<file path="src/rtl/max_unit5_pkg.sv">
// FP16 helpers shared by the max-pool datapath: canonical NaN, field masks,
// NaN test and the total-order comparison key.
package fp16_pkg;

  localparam logic [15:0] FP16_QNAN     = 16'h7E00;
  localparam logic [15:0] FP16_EXP_MASK = 16'h7C00;
  localparam logic [15:0] FP16_MAN_MASK = 16'h03FF;
  localparam logic [15:0] FP16_SIGN     = 16'h8000;

  function automatic logic is_nan(input logic [15:0] v);
    return ((v & FP16_EXP_MASK) == FP16_EXP_MASK) && ((v & FP16_MAN_MASK) != '0);
  endfunction

  // Unsigned compare of these keys orders -Inf .. -0, +0 .. +Inf.
  function automatic logic [15:0] total_key(input logic [15:0] v);
    return v[15] ? ~v : (v | FP16_SIGN);
  endfunction

endpackage

</file>
<file path="src/rtl/max_unit5_if.sv">
// Window-in / max-out bus of the 5x5 max-pool unit.
interface max_unit5_if #(parameter int DATA_WIDTH = 16);

  logic                     in_valid;
  logic [DATA_WIDTH*25-1:0] x;
  logic                     out_valid;
  logic [DATA_WIDTH-1:0]    max_out;

  modport master (output in_valid, output x, input out_valid, input max_out);
  modport slave  (input in_valid, input x, output out_valid, output max_out);

endinterface

</file>
<file path="src/rtl/max_unit5_max2.sv">
// Combinational FP16 two-input max: NaN loses, two NaNs give the canonical
// quiet NaN, equal keys keep operand a (the lower index).
module fp16_max2
  import fp16_pkg::*;
(
  input  logic [15:0] a,
  input  logic [15:0] b,
  output logic [15:0] y
);

  logic aNan;
  logic bNan;

  always_comb begin
    aNan = is_nan(a);
    bNan = is_nan(b);
    y    = a;
    if (aNan && bNan)
      y = FP16_QNAN;
    else if (aNan)
      y = b;
    else if (bNan)
      y = a;
    else if (total_key(b) > total_key(a))
      y = b;
  end

endmodule

</file>
<file path="src/rtl/max_unit5.sv">
// Pipelined 5x5 FP16 max-pool: 25 -> 13 -> 7 -> 4 -> 2 -> 1 comparator tree,
// the odd element passing through at each level.
module max_unit5
  import fp16_pkg::*;
#(
  parameter int DATA_WIDTH = 16
) (
  input logic        clk,
  input logic        rst,
  max_unit5_if.slave bus
);

  logic [DATA_WIDTH-1:0] win   [25];
  logic [DATA_WIDTH-1:0] lvl1D [13];
  logic [DATA_WIDTH-1:0] lvl1Q [13];
  logic [DATA_WIDTH-1:0] lvl2D [7];
  logic [DATA_WIDTH-1:0] lvl2Q [7];
  logic [DATA_WIDTH-1:0] lvl3D [4];
  logic [DATA_WIDTH-1:0] lvl3Q [4];
  logic [DATA_WIDTH-1:0] lvl4D [2];
  logic [DATA_WIDTH-1:0] lvl4Q [2];
  logic [DATA_WIDTH-1:0] lvl5D;
  logic [DATA_WIDTH-1:0] maxQ;
  logic [5:0]            validQ;

  for (genvar i = 0; i < 12; i++) begin : genLvl1
    fp16_max2 uMax (.a(win[2*i]), .b(win[2*i+1]), .y(lvl1D[i]));
  end
  assign lvl1D[12] = win[24];

  for (genvar i = 0; i < 6; i++) begin : genLvl2
    fp16_max2 uMax (.a(lvl1Q[2*i]), .b(lvl1Q[2*i+1]), .y(lvl2D[i]));
  end
  assign lvl2D[6] = lvl1Q[12];

  for (genvar i = 0; i < 3; i++) begin : genLvl3
    fp16_max2 uMax (.a(lvl2Q[2*i]), .b(lvl2Q[2*i+1]), .y(lvl3D[i]));
  end
  assign lvl3D[3] = lvl2Q[6];

  for (genvar i = 0; i < 2; i++) begin : genLvl4
    fp16_max2 uMax (.a(lvl3Q[2*i]), .b(lvl3Q[2*i+1]), .y(lvl4D[i]));
  end

  fp16_max2 uLvl5 (.a(lvl4Q[0]), .b(lvl4Q[1]), .y(lvl5D));

  // Window capture register plus one register per tree level: a window
  // sampled at edge N reaches max_out after edge N+5.
  always_ff @(posedge clk) begin
    if (rst) begin
      validQ <= '0;
      for (int unsigned i = 0; i < 25; i++) win[i]   <= '0;
      for (int unsigned i = 0; i < 13; i++) lvl1Q[i] <= '0;
      for (int unsigned i = 0; i < 7; i++)  lvl2Q[i] <= '0;
      for (int unsigned i = 0; i < 4; i++)  lvl3Q[i] <= '0;
      for (int unsigned i = 0; i < 2; i++)  lvl4Q[i] <= '0;
      maxQ   <= '0;
    end else begin
      validQ <= {validQ[4:0], bus.in_valid};
      for (int unsigned i = 0; i < 25; i++) win[i]   <= bus.x[DATA_WIDTH*i +: DATA_WIDTH];
      for (int unsigned i = 0; i < 13; i++) lvl1Q[i] <= lvl1D[i];
      for (int unsigned i = 0; i < 7; i++)  lvl2Q[i] <= lvl2D[i];
      for (int unsigned i = 0; i < 4; i++)  lvl3Q[i] <= lvl3D[i];
      for (int unsigned i = 0; i < 2; i++)  lvl4Q[i] <= lvl4D[i];
      maxQ   <= lvl5D;
    end
  end

  assign bus.out_valid = validQ[5];
  assign bus.max_out   = maxQ;

endmodule

</file>
<file path="src/flat_wrapper.sv">
// flat-port wrapper written by rule: the top's interface ports become plain ports
module max_unit5_flat import fp16_pkg::*;
#(
  parameter int DATA_WIDTH = 16
)
  (clk, rst, bus_in_valid, bus_x, bus_out_valid, bus_max_out);
  max_unit5_if #(.DATA_WIDTH(DATA_WIDTH)) bus_i ();
  input logic clk;
  input logic rst;
  input wire logic [$bits(bus_i.in_valid)-1:0] bus_in_valid;
  input wire logic [$bits(bus_i.x)-1:0] bus_x;
  output wire logic [$bits(bus_i.out_valid)-1:0] bus_out_valid;
  output wire logic [$bits(bus_i.max_out)-1:0] bus_max_out;
  assign bus_i.in_valid = bus_in_valid;
  assign bus_i.x = bus_x;
  assign bus_out_valid = bus_i.out_valid;
  assign bus_max_out = bus_i.max_out;
  max_unit5 #(.DATA_WIDTH(DATA_WIDTH)) u_core (.clk(clk), .rst(rst), .bus(bus_i));
endmodule
</file>
<file path="config.mk">
export PLATFORM = sky130hd
export DESIGN_NAME = max_unit5_flat
export DESIGN_NICKNAME = d
export VERILOG_FILES = /design/src/rtl/max_unit5_pkg.sv /design/src/rtl/max_unit5_if.sv /design/src/rtl/max_unit5_max2.sv /design/src/rtl/max_unit5.sv /design/src/flat_wrapper.sv
export SDC_FILE = /design/constraint.sdc
export NUM_CORES = 2
export LEC_CHECK = 0
export ABC_AREA = 1
export ABC_CLOCK_PERIOD_IN_PS = 3200
export BUFFER_PORTS_ARGS = -buffer_cell sky130_fd_sc_hd__buf_2
export CORE_ASPECT_RATIO = 1.1
export CORE_UTILIZATION = 40
export CTS_CLUSTER_DIAMETER = 150
export DETAILED_ROUTE_END_ITERATION = 10
export PLACE_DENSITY = 0.69
export SETUP_SLACK_MARGIN = 0.1
export SYNTH_ARGS = -nofsm -noshare
export SYNTH_HDL_FRONTEND = slang
export SYNTH_SLANG_ARGS = --single-unit
</file>
<file path="constraint.sdc">
create_clock -name clk -period 3.2 [get_ports clk]
set_input_delay 0.32 -clock clk [delete_from_list [all_inputs] [get_ports clk]]
set_output_delay 0.32 -clock clk [all_outputs]
set_load 0.1 [all_outputs]
</file>
**Word-level counts from Yosys, hierarchy flattened**

Memories as Yosys holds them, arrays and structs flattened.
Cells that the tools add are included.

- Add/subtract/negate cells: 0
- $mul: 0
- Div/mod/pow operators: 0
- Magnitude comparators: 24
- Equality and inequality tests: 48
- Shifts and indexed selects: 0
- Mux-type cells: 198
- Bitwise operators: 99
- Reduce and logical (&&, ||, !) cells: 121

Operator list:

| kind | count |
|---|---|
| two-way mux 16 bit | 194 |
| inverter 16 bit | 48 |
| nonzero test 16 bit | 48 |
| greater-than comparator 16 bit | 24 |
| == test 5 bit, second input constant | 48 |
| logical AND 1 bit | 72 |
| OR 1 bit | 51 |
| two-way mux 15 bit | 1 |
| two-way mux 1 bit | 3 |
| OR reduction 2 bit | 1 |

- Flip-flop bits (word level): 22
- Bits in latches: 0
- Memory bits (writable): 816
- ROM bits: 0
- Output and inout bits: 17
- Logic and storage cells: 498
- Memories: 5

Memory list:

| memory | depth | width | rd ports | clocked after memory_dff | write ports | RTL line | source |
|---|---|---|---|---|---|---|---|
| u_core.win | 25 | 16 | 25 | 0 | 25 | max_unit5.sv:13 | `logic [DATA_WIDTH-1:0] win [25];` |
| u_core.lvl1Q | 13 | 16 | 13 | 0 | 13 | max_unit5.sv:15 | `logic [DATA_WIDTH-1:0] lvl1Q [13];` |
| u_core.lvl2Q | 7 | 16 | 7 | 0 | 7 | max_unit5.sv:17 | `logic [DATA_WIDTH-1:0] lvl2Q [7];` |
| u_core.lvl3Q | 4 | 16 | 4 | 0 | 4 | max_unit5.sv:19 | `logic [DATA_WIDTH-1:0] lvl3Q [4];` |
| u_core.lvl4Q | 2 | 16 | 2 | 0 | 2 | max_unit5.sv:21 | `logic [DATA_WIDTH-1:0] lvl4Q [2];` |

**Longest topological paths before layout**

An unclocked memory read counts as a cell.

- Word-level depth: 9
- Gate-level depth with buffers: 19
- Gate-level depth less buffers: 16

**Cells and area by module**

Synthesis repeated with hierarchy kept, for this count alone.

- Cell total of the unflattened synthesis: 7119
- Area total of the unflattened synthesis: 51944.8 um2

By module, submodules not included:

| module | instances | cells an instance | area an instance (um2) | seq. area each (um2) |
|---|---|---|---|---|
| fp16_max2 | 24 | 188 | 1159.9 | 0.0 |
| max_unit5 | 1 | 2607 | 24108.1 | 16776.1 |

**Worst setup path before layout**

OpenSTA, ideal clock, no wires.

- Path type: flip-flop to flip-flop
- From: mem u_core.lvl3Q[3][15]
- To: mem u_core.lvl4Q[1][15], in the netlist u_core.lvl4Q[0][31]
- Library setup time: 116 ps
- Data arrival time: 2303 ps
- Required time: 3084 ps
- Slack: 781 ps
- Stages on the path, launching flop included: 15
- Path buffers: 3
- Cell sequence: dfxtp_1 clkbuf_1 buf_2 xor2_1 ha_1 nand2_1 nor2_1 nor3b_2 a21oi_1 nand2_4 nand2_4 inv_2 buf_4 nor2_1 nor2_1

RTL lines:

| element | RTL line |
|---|---|
| start: declaration | max_unit5.sv:19 |
| end: declaration | max_unit5.sv:21 |

==> impl_metrics.toml <==
[placement]
place_congestion = 0.918
portBuffers = 419
place_inst = 7824
hpwl_um = 84800
placed_cell_area_um2 = 48600

[global_routing]
grt_max_degree = 129
antenna_found_initial = 7
grt_overflow = 0
grt_usage = 0.212
grt_pass1_vias = 39914
grt_pass1_wl_um = 198000

[detailed_routing]
post-route-drc-count = 0
first_pass_iters = 5
antenna_left = 0
num_vias = 39701
drt_iter0_drc = 2160
viasPerCell = 4.73
wirelength_um = 122000
wl_per_cell_um = 14.5

[logic_synthesis]
synth_seq_cells = 838
ys.flop_type = "dfxtp_1"
synth_nets = 6852
yosysWarnings = 0
ys_types = 32
synth_top_area_frac = 0.371
syn_inst = 6065
syn_area_per_cell_um2 = 7.45
yosysSeqAreaShare = 0.371
synth_area_leaders = "dfxtp_1, nor2_1, ha_1, xnor2_1, xor2_1"
synth-edff-count = 0
synthArstFlopShare = 0
synth_area_um2 = 45200
yosys.area.top_type = "dfxtp_1"

[worst_hold_path]
hold_class = "primary input to register"
hold-path-endpoint = "u_core.win[0][164]"
hold_depth = 2
hp-start = "rst"

[power_and_ir_drop]
leakage_nw = 27.5
finalPower_mw = 39.7
vdd_drop_max_mv = 0.447
power_density_nw_per_um2 = 713

[timing]
finalSetupViolations = 0
worstMarginPinSlew_ps = 775
fmax_mhz = 388
slew_headroom = 0.483
hold_viol = 0
maxSlewViolCount = 0
holdWs_ps = 40.0
rsz0062_at_grt = "no"
fin_crit_sh = 0.806
fin_setup_tns_ps = 0
finClkSkew_ps = 23.3
fin_crit_ps = 2580

[clock_tree]
clockRootBuffer = "clkbuf_16"
clk_latency_ps = 690
h-tree-depth = 3
clk_path_buf_depth = 3
cts_buffers = 91
postCtsResizedCells = 0
clk_pin_slew_worst_paths_ps = 70
cts_setup_buffers = 0
cts_tree = "yes"
cts.sinks = 838
hold_buffers = 401

[floorplanning]
ioPinCount = 420
core_area_um2 = 111000
dieHeight_um = 354
dieArea_um2 = 114000
die_w_um = 322
rows = 128
start_util = 0.406

[worst_setup_path]
cp_max_fo = 13
cp-start-kind = "register"
reg2reg_slack_ps = 620
r2r_start = "u_core.lvl2Q[0][79]"
worstPathArrival_ps = 3100
worstRegToRegCells = 14
end_kind = "register"
crit_required_ps = 3720
worst-setup-path-type = "register to register"
r2r_end = "u_core.lvl3Q[2][13]"

[job]
cap_viol_max_count = 0

[cells_and_area]
multiInputGateArea_um2 = 24500
nets = 7610
final_cells = 8400
drive_above_1_share = 0.107
final_cell_mix = "nor2_1, dfxtp_1, nand2_1"
nFillCells = 10283
fin_area_um2 = 55800
layout_commonest_cell = "nor2_1"
area_delta_synth_final_pct = 23.4
final-seq-area_um2 = 16800

[run_status]
outcome = "complete, no violations"
flip-flops by register name (all words and copies together) (netlist names):
name and flops:
u_core.lvl3Q 64, u_core.lvl4Q 32, u_core.lvl1Q 208, u_core.win 400, u_core.bus.max_out 16, u_core.validQ 6, u_core.lvl2Q 112
power by group:
part / internal, mW / switching [mW]
combinational: 6.02 / 9.31
sequential: 11.9 / 1.68
clock: 6.30 / 4.55
total: 24.2 / 15.5
layout make-up:
type                       count  share of cell area
sequential                   838               0.301
inverter                     740              0.0499
clock buffer                 110              0.0454
multi-input combinational   4274               0.440
clock inverter                59              0.0110
timing repair buffer         878               0.119
tap                         1495              0.0336
antenna                        6            0.000269
cell families (layout without fill, tap and decap cells):
logic type	count (synthesis)	after routing	share of synthesized area
AO/OA/AOI/OAI	622	622	0.0723
AND/OR/NAND/NOR	2548	2548	0.225
flip-flops	838	838	0.371
adder cells (fa/ha/maj)	384	384	0.106
XOR/XNOR	720	720	0.140
buffers and inverters	953	1787	0.0858
other	0	6	0
cell usage after synthesis (33+ instances only):
cell type / instances
nor2_1: 1523
dfxtp_1: 838
nand2_1: 739
inv_1: 711
ha_1: 384
xnor2_1: 360
xor2_1: 360
a21oi_1: 288
o21ai_0: 272
nand3_1: 148
clkbuf_1: 114
buf_2: 55
nand4_1: 51
nand2_2: 33
layer usage:
layer | GRT usage | wire length [um]
met1 | 0.251 | 51800
met2 | 0.374 | 60100
met3 | 0.0284 | 5140
met4 | 0.102 | 5100
met5 | 0 | 0
critical path, cell delays in order, from the launching register on:
cell     delay (ps)
dfxtp_1         630
buf_4           280
xnor2_1          90
ha_1            300
nand2_1          60
inv_1            70
nand3_1          70
nor2_1          180
nand2_1          80
nand2_1         100
nand2_4         100
nand2_2         190
inv_2           130
nand2_1          80
a21oi_1          60
metrics by stage:
step	utilization	setup WS (ps)
after floorplan	-	781
after global placement	0.436	752
after detailed placement	0.436	681
after CTS	0.501	646
after global routing	0.501	365
final	0.501	621
how the worst max path moves through the flow:
stage	startpoint	to	slack [ps]	cells after the start
2_1_floorplan	u_core.lvl3Q[3][15]	u_core.lvl4Q[0][31]	780	14
3_3_place_gp	u_core.win[0][31]	u_core.lvl1Q[0][14]	750	16
3_5_place_dp	u_core.lvl2Q[0][79]	u_core.lvl3Q[2][0]	680	14
4_1_cts	u_core.win[0][31]	u_core.lvl1Q[0][14]	650	16
5_1_grt	u_core.win[0][31]	u_core.lvl1Q[0][14]	370	16
6_report	u_core.lvl2Q[0][79]	u_core.lvl3Q[2][13]	620	14
(Power assumes the default switching activity.)
